$ cat config.mk
export PLATFORM = sky130hd
export DESIGN_NAME = rtc_timekeeper
export DESIGN_NICKNAME = d
export VERILOG_FILES = /design/src/rtl/rtc_timekeeper.sv
export SDC_FILE = /design/constraint.sdc
export NUM_CORES = 1
export LEC_CHECK = 0
export ABC_AREA = 1
export BUFFER_PORTS_ARGS = -buffer_cell sky130_fd_sc_hd__buf_2
export CAP_MARGIN = 20
export CORE_MARGIN = 4
export CORE_UTILIZATION = 45
export CTS_CLUSTER_SIZE = 24
export DETAILED_ROUTE_END_ITERATION = 10
export GPL_TIMING_DRIVEN = 0
export HOLD_SLACK_MARGIN = 0.02
export MAX_ROUTING_LAYER = met4
export SYNTH_ARGS = -nofsm -noshare
export SYNTH_HDL_FRONTEND = slang
export SYNTH_SLANG_ARGS = --single-unit
$ cat constraint.sdc
create_clock -name CLK_100M -period 5.45 [get_ports CLK_100M]
set_clock_uncertainty 0.15 [all_clocks]
set_input_delay 0.2725 -clock CLK_100M [delete_from_list [all_inputs] [get_ports CLK_100M]]
set_output_delay 0.2725 -clock CLK_100M [all_outputs]
set_load 0.02 [all_outputs]
$ cat src/rtl/rtc_timekeeper.sv
// rtc_timekeeper: 24 h BCD time-of-day core with 1 Hz enable, debounced manual-set FSM and 12/24 h display.
// Define RTC_ALARM_EN to add the alarm fields (SET_AH/SET_AM) and the alarm_on/alarm_ring ports.
module rtc_timekeeper #(
  parameter int CLK_HZ       = 100_000_000,
  parameter int DEBOUNCE_CYC = 1_000_000
) (
  input  logic       CLK_100M,
  input  logic       rst,
  input  logic       ena,
  input  logic       set_mode,
  input  logic       sel_btn,
  input  logic       inc_btn,
  input  logic       mode12,
`ifdef RTC_ALARM_EN
  input  logic       alarm_on,
  output logic       alarm_ring,
`endif
  output logic [1:0] hour_high,
  output logic [3:0] hour_low,
  output logic [2:0] minute_high,
  output logic [3:0] minute_low,
  output logic [2:0] second_high,
  output logic [3:0] second_low,
  output logic       pm,
  output logic       tick_1hz
);
  localparam int PW = CLK_HZ > 1 ? $clog2(CLK_HZ) : 1;
  localparam int DW = $clog2(DEBOUNCE_CYC + 1);
`ifdef RTC_ALARM_EN
  typedef enum logic [2:0] {RUN, SET_H, SET_M, SET_S, SET_AH, SET_AM} state_t;
`else
  typedef enum logic [1:0] {RUN, SET_H, SET_M, SET_S} state_t;
`endif
  state_t state, nstate;
  logic [PW-1:0] pre;
  logic [4:0] hr, eh, nh, src_h, dh;
  logic [5:0] mn, sc, em, es, nm, ns, src_m, src_s;
  logic sm1, sm2, sm_d, set_rise, set_fall, tick, sel_p, inc_p;
  logic [1:0] b_s1, b_s2, b_db, b_dd, pulse;
  logic [DW-1:0] b_cnt [2];
  // A button level is accepted only after staying different from the debounced value for DEBOUNCE_CYC cycles
  always_ff @(posedge CLK_100M or posedge rst)
    if (rst) begin
      {sm1, sm2, sm_d} <= '0;
      {b_s1, b_s2, b_db, b_dd} <= '0;
      for (int i = 0; i < 2; i++) b_cnt[i] <= '0;
    end else begin
      {sm1, sm2, sm_d} <= {set_mode, sm1, sm2};
      b_s1 <= {inc_btn, sel_btn};
      b_s2 <= b_s1;
      b_dd <= b_db;
      for (int i = 0; i < 2; i++)
        if (b_s2[i] == b_db[i]) b_cnt[i] <= '0;
        else if (b_cnt[i] == DW'(DEBOUNCE_CYC - 1)) begin
          b_db[i]  <= b_s2[i];
          b_cnt[i] <= '0;
        end else b_cnt[i] <= b_cnt[i] + 1'b1;
    end
  assign pulse    = b_db & ~b_dd;
  assign sel_p    = pulse[0];
  assign inc_p    = pulse[1];
  assign set_rise = sm2 & ~sm_d;
  assign set_fall = ~sm2 & sm_d;
  assign tick     = state == RUN && ena && !set_rise && pre == PW'(CLK_HZ - 1);
  assign tick_1hz = tick;
  assign ns = sc == 6'd59 ? '0 : sc + 6'd1;
  assign nm = sc != 6'd59 ? mn : mn == 6'd59 ? '0 : mn + 6'd1;
  assign nh = (sc != 6'd59 || mn != 6'd59) ? hr : hr == 5'd23 ? '0 : hr + 5'd1;
  always_ff @(posedge CLK_100M or posedge rst)
    if (rst) state <= RUN;
    else state <= nstate;
  always_comb begin
    nstate = state;
    if (state == RUN) nstate = set_rise ? SET_H : RUN;
    else if (set_fall) nstate = RUN;
    else if (sel_p) nstate = state == SET_H ? SET_M : state == SET_M ? SET_S :
`ifdef RTC_ALARM_EN
                             state == SET_S ? SET_AH : state == SET_AH ? SET_AM :
`endif
                             SET_H;
  end
  always_ff @(posedge CLK_100M or posedge rst)
    if (rst) begin
      pre <= '0;
      {hr, mn, sc} <= '0;
      {eh, em, es} <= '0;
    end else begin
      pre <= (state != RUN || set_rise) ? '0 : !ena ? pre : pre == PW'(CLK_HZ - 1) ? '0 : pre + 1'b1;
      if (state == RUN) begin
        if (set_rise) {eh, em, es} <= {hr, mn, sc};
        else if (tick) {hr, mn, sc} <= {nh, nm, ns};
      end else if (set_fall) {hr, mn, sc} <= {eh, em, es};
      else if (inc_p) begin
        if (state == SET_H) eh <= eh == 5'd23 ? '0 : eh + 5'd1;
        if (state == SET_M) em <= em == 6'd59 ? '0 : em + 6'd1;
        if (state == SET_S) es <= es == 6'd59 ? '0 : es + 6'd1;
      end
    end
`ifdef RTC_ALARM_EN
  logic [4:0] ah;
  logic [5:0] am, rcnt;
  logic show_al;
  // Ring for 60 ticks starting on the tick that lands exactly on hh:mm:00 of the alarm
  always_ff @(posedge CLK_100M or posedge rst)
    if (rst) begin
      {ah, am, rcnt} <= '0;
      alarm_ring <= 1'b0;
    end else begin
      if (inc_p && state == SET_AH) ah <= ah == 5'd23 ? '0 : ah + 5'd1;
      if (inc_p && state == SET_AM) am <= am == 6'd59 ? '0 : am + 6'd1;
      if (!alarm_on || (state == RUN && inc_p)) alarm_ring <= 1'b0;
      else if (tick && nh == ah && nm == am && ns == '0) begin
        alarm_ring <= 1'b1;
        rcnt <= '0;
      end else if (tick && alarm_ring) begin
        alarm_ring <= rcnt != 6'd59;
        rcnt <= rcnt + 6'd1;
      end
    end
  assign show_al = state == SET_AH || state == SET_AM;
  assign src_h = show_al ? ah : state == RUN ? hr : eh;
  assign src_m = show_al ? am : state == RUN ? mn : em;
  assign src_s = show_al ? '0 : state == RUN ? sc : es;
`else
  assign src_h = state == RUN ? hr : eh;
  assign src_m = state == RUN ? mn : em;
  assign src_s = state == RUN ? sc : es;
`endif
  assign dh          = !mode12 ? src_h : src_h == '0 ? 5'd12 : src_h > 5'd12 ? src_h - 5'd12 : src_h;
  assign hour_high   = 2'(dh / 5'd10);
  assign hour_low    = 4'(dh % 5'd10);
  assign minute_high = 3'(src_m / 6'd10);
  assign minute_low  = 4'(src_m % 6'd10);
  assign second_high = 3'(src_s / 6'd10);
  assign second_low  = 4'(src_s % 6'd10);
  assign pm          = src_h >= 5'd12;
endmodule

### Yosys cells after proc, flatten, opt, wreduce, memory -nomap -nowiden

Cells that the tools add are included.

| storage, ports and cells | value |
|---|---|
| bits in registers | 114 |
| bits of input ports | 7 |
| output and inout port bits | 22 |
| logic and storage cells | 144 |

| operators by class | value |
|---|---|
| add/subtract/negate cells | 10 |
| div/mod/pow operators | 6 |
| $lt $le $gt $ge | 2 |
| equality and inequality tests | 22 |
| muxes and demuxes | 54 |
| bitwise gates (word level) | 8 |
| reduce and logical (&&, ||, !) cells | 24 |

Operator list:

| kind | count |
|---|---|
| $mux W6 | 25 |
| $mux W27 | 3 |
| $mux W20 | 4 |
| $mux W5 | 16 |
| $add A20 B1 Y20 const B | 2 |
| $eq A20 B20 Y1 const B | 2 |
| $add A27 B1 Y27 const B | 1 |
| $eq A27 B27 Y1 const B | 1 |
| $add A6 B1 Y6 const B | 4 |
| $eq A6 B6 Y1 const B | 4 |
| $reduce_and A4 Y1 | 5 |
| $reduce_bool A2 Y1 | 7 |
| $div A6 B4 Y6 const B | 2 |
| $mod A6 B4 Y6 const B | 2 |
| $ne A6 B6 Y1 const B | 2 |
| $add A5 B1 Y5 const B | 2 |
| $eq A5 B5 Y1 const B | 2 |
| $mux W2 | 5 |
| $ne A2 B2 Y1 const B | 5 |
| $div A5 B4 Y5 const B | 1 |
| $ge A5 B4 Y1 const B | 1 |
| $gt A5 B4 Y1 const B | 1 |
| $logic_not A5 Y1 | 1 |
| $mod A5 B4 Y5 const B | 1 |
| 17 further kinds | 27 |

### Logic depth before layout (Yosys ltp)

| depth | value |
|---|---|
| depth after elaboration | 8 |
| mapped depth | 25 |
| depth with buffers taken out | 24 |

### Worst setup path before layout

No wires, ideal clock.

| timing path | value |
|---|---|
| path kind | reg2out |
| start point | register state[0] |
| end point | output port hour_low[1] |
| data arrival time | 2.890 ns |
| data required time | 5.028 ns |
| path slack | 2.137 ns |
| cell stages (with the launch flop) | 25 |
| buffers on the path | 1 |
| cells stage by stage | dfrtp_1 > inv_1 > ha_1 > buf_6 > nand2_2 > nand2_1 > nor2_1 > nand2_2 > nand3_1 > nand2_1 > nand3_2 > inv_1 > ha_1 > inv_1 > nand3_1 > nand3_1 > nand2_1 > inv_1 > ha_1 > a31oi_1 > nand3_1 > nand2_4 > nand2_4 > nand2_1 > nand2_1 |

| on the way | value |
|---|---|
| cells in the longest elaborated chain, start to end | 7 |
| elaborated cells between the ends (all ways) | 9 |
| classes of those cells | add/sub (1); div (1); order compare (1); mux (4); reduce/logical (2) |

Ends and longest elaborated chain:

| element | RTL line | RTL |
|---|---|---|
| start: declaration | 34 | `state_t state, nstate;` |
| start signal: assignment | 71 | `else state <= nstate;` |
| $logic_not A2 Y1 * | 125 | `assign src_h = state == RUN ? hr : eh;` |
| $mux W5 * | 125 |  |
| $sub A5 B4 Y5 / $gt A5 B4 Y1 (equally long branches) | 129 | `assign dh = !mode12 ? src_h : src_h == '0 ? 5'd12 : src_h > 5'd12 ? src_h - 5'd12 : src_h;` |
| $mux W5 (2 in series) | 129 |  |
| $mux W5 * | 129 |  |
| $mod A5 B4 Y5 * | 131 | `assign hour_low = 4'(dh % 5'd10);` |
| end: declaration | 19 | `output logic [3:0] hour_low,` |

Mark *: on every way between the ends. The rest lies on a longest branch, timed or not.

### Final worst setup path

Same ends and word-level chain as after synthesis.

==> results_dict.tcl <==
set metrics [dict create \
    finalSetupTns_ns 0 \
    wl_met3_um 592 \
    top_layer "met4" \
    synth.yosys.seq_area_share_pct 40.52 \
    grt.overflow.total 0 \
    hp-start "ena" \
    fill_cells 1520 \
    via_per_inst 5.082 \
    ys_top_cells_by_area "dfrtp_1 (41%), nand2_1 (11%), inv_1 (6.5%)" \
    reg2reg_to "pre[2]$_DFFE_PP0P_" \
    run_status "finished clean" \
    grt_pass1_wl_mm 27.86 \
    rr_startpoint "state[0]$_DFFE_PP0P_" \
    final_layout_size_suffix_gt1_share_pct 11.63 \
    power.density_nw_per_um2 604.9 \
    min_to "pre[1]$_DFFE_PP0P_" \
    crit_path_end_kind "output port" \
    critical_path.max_fanout 10 \
    nets 1032 \
    timing.final.crit_share_pct 75.79 \
    cp_top_family "simple AND/OR/NAND/NOR gates" \
    grt_max_degree 60 \
    synth_nets 980 \
    die_area_um2 17710 \
    hold_class "input pin to register" \
    h-tree-depth 4 \
    synth_area_per_cell_um2 7.395 \
    whs_path_depth 3 \
    synth_largest_area_cell "dfrtp_1" \
    async_reset_ff_share_pct 100.0 \
    final_antenna_net_count 0 \
    cts_max_path_buffers 2 \
    initial_utilization_pct 46.14 \
    dr_wl_met2_mm 7.000 \
    antenna_found_initial 0 \
    dr.pass1.iters 5 \
    hpwl_mm 11.49 \
    core_um2 15260 \
    max-cap-violations 0 \
    required_ns 5.03 \
    synthesis.area_um2 7041 \
    p_total_mw 4.934 \
    vdd_ir_drop_max_mv 0.4664 \
    place_congestion 0.8925 \
    worst_pin_slew_ns 0.8090 \
    wire_per_inst_um 12.99 \
    crit_arrival_ns 3.71 \
    slowest_delay_ns 0.34 \
    io_pins 29 \
    reg2reg_depth 9 \
    synth.distinct_cells 45 \
    rrSetupSlack_ns 2.67 \
    clkSinkCount 114 \
    syn_inst 952 \
    fin_crit_ns 4.131 \
    synth.top_cell.area_share_pct 40.52 \
    crit_type "register to output port" \
    relSlewSlack_pct 46.07 \
    maxSlewViolCount 0 \
    clk_pin_slew_worst_paths_ns 0.05 \
    start_kind "register" \
    rsz0062_at_grt "no" \
    clockRootBuffer "clkbuf_16" \
    met1_length_mm 8.149 \
    via_count 6230 \
    whs_ns 0.1191 \
    cpMostUsedCell "nand2_1" \
    clock_latency_ns 0.42 \
    drcViolationCount 0 \
    num_rows 45 \
    ctsResizeCount 0 \
    drt-total-wl_mm 15.93 \
    fp.dieH_um 133.1 \
    cts_tree "yes" \
    cts_made_buffers 17 \
    grt_usage_pct 19.65 \
    finalSetupViolCount 0 \
    drtIter0Drc 321 \
    p_leak_nw 3.737 \
    synth_warnings 0 \
    fin_util_pct 53.46 \
    final_cells 1226 \
    synth_edf_count 0 \
    synth_seq_cells 114 \
    synth_flop_cell "dfrtp_1" \
    finalHoldViolCount 0 \
    die_w_um 133.1 \
    dp_cells 1192 \
    diodes 0 \
    slowest_stage "dfrtp_1" \
    grt_pass1_vias 5887 \
    fmax_mhz 242.1 \
    port_buffers 28 \
    area_growth_pct 15.85 \
    critPathBufInv 6 \
]
## kinds of logic (layout without fill, tap and decap cells)
family	count (synthesis)	count (layout)	synth area share [%]
AOI/OAI and AO/OA	152	152	12.28
xor gates and xnor gates	37	37	4.603
adders and majority gates	21	21	3.732
buffers and inverters	148	211	8.157
DFF	114	114	40.52
muxes	3	3	0.4798
and+or+nand+nor	477	477	30.23
## flip-flops by register name (all words and copies together), names as in the netlist
register,count
b_cnt,40
b_db,2
b_dd,2
b_s1,2
b_s2,2
eh,5
em,6
es,6
hr,5
mn,6
pre,27
sc,6
sm1,1
sm2,1
sm_d,1
state,2
## tightest hold or removal path: cells and delay by family
kind / cells / cell delay, ns
AND/OR/NAND/NOR: 1 / 0.15
AO/OA/AOI/OAI: 1 / 0.09
buffers and inverters: 1 / 0.13
## Yosys cell counts (6+ instances only)
library cell and count:
o21ai_0 64, a21oi_1 40, inv_2 9, o22ai_1 11, inv_1 121, nor4_1 12, xor2_1 32, dfrtp_1 114
nor2_1 105, and3_1 7, ha_1 21, a22oi_1 6, nand3_1 55, nand2_1 202, nand4_1 15, nor3_1 40
nand2_2 23, o21ai_2 7, a31oi_1 6, o21ai_1 6
## stage by stage
stage | worst slack, ns | cell area [um2]
2_1_floorplan | 2.012 | 7041
3_3_place_gp | 0.5543 | 7445
3_5_place_dp | 1.744 | 7477
4_1_cts | 1.293 | 8157
5_1_grt | 0.8794 | 8157
6_report | 1.319 | 8157
## worst max path at each step
stage,startpoint,to,cells after the start
CTS,state[0]$_DFFE_PP0P_,hour_low[1],25
detailed placement,state[0]$_DFFE_PP0P_,hour_low[1],25
finish,state[0]$_DFFE_PP0P_,hour_low[1],25
global placement,rst,pre[8]$_DFFE_PP0P_,2
floorplan,rst,b_cnt[0]$_DFF_PP0_,1
global route,state[0]$_DFFE_PP0P_,hour_low[2],25
## cell type report
class                   instances  area (um2)  share of cell area, %
clock buffers                  20       456.7                  5.599
flip-flops and latches        114        2853                  34.97
multi-input cells             690        3613                  44.30
well taps                     211       264.0                  3.237
plain buffers                  12       61.31                 0.7516
inverters                     136       518.0                  6.351
repair buffers                 33       207.7                  2.546
clock inverters                10       182.7                  2.240
## layer usage
layer | global-route usage [%] | vias up
met5 | - | -
met4 | 5.716 | 0
met3 | 4.373 | 22
met2 | 29.06 | 105
met1 | 27.12 | 2866
li1 | - | 3237
## layout by cell type, fill, tap and decap left out, types with 4 or more instances in the layout
cell	instances
nor3_1	40
inv_1	120
o22ai_1	11
o21ai_1	6
clkinv_1	5
nand2_1	202
xnor2_1	5
o21ai_0	64
buf_2	32
inv_2	9
bufinv_16	5
dlygate4sd3_1	4
dfrtp_1	114
a22oi_1	6
nand3b_1	4
and3_1	7
clkbuf_16	17
ha_1	21
xor2_1	32
a21oi_1	40
nand4_1	15
clkbuf_1	6
nor2_1	105
nor4_1	12
o21ai_2	7
nand3_1	55
nand2_2	23
a31oi_1	6
## what timing repair did
action / CTS / global route
setup buffers: 0 / 0
hold buffers: 4 / 0
hold endpoints to repair: 61 / 0
setup endpoints to repair: 0 / 0
## power breakdown
part	total, mW	internal, mW	switching, mW	leakage [nW]
clock	1.22	0.828	0.388	0.316
sequential	1.11	0.977	0.138	1.52
combinational	2.60	0.872	1.73	1.90
total	4.93	2.68	2.26	3.74
Power figures use the tool's default switching activity.
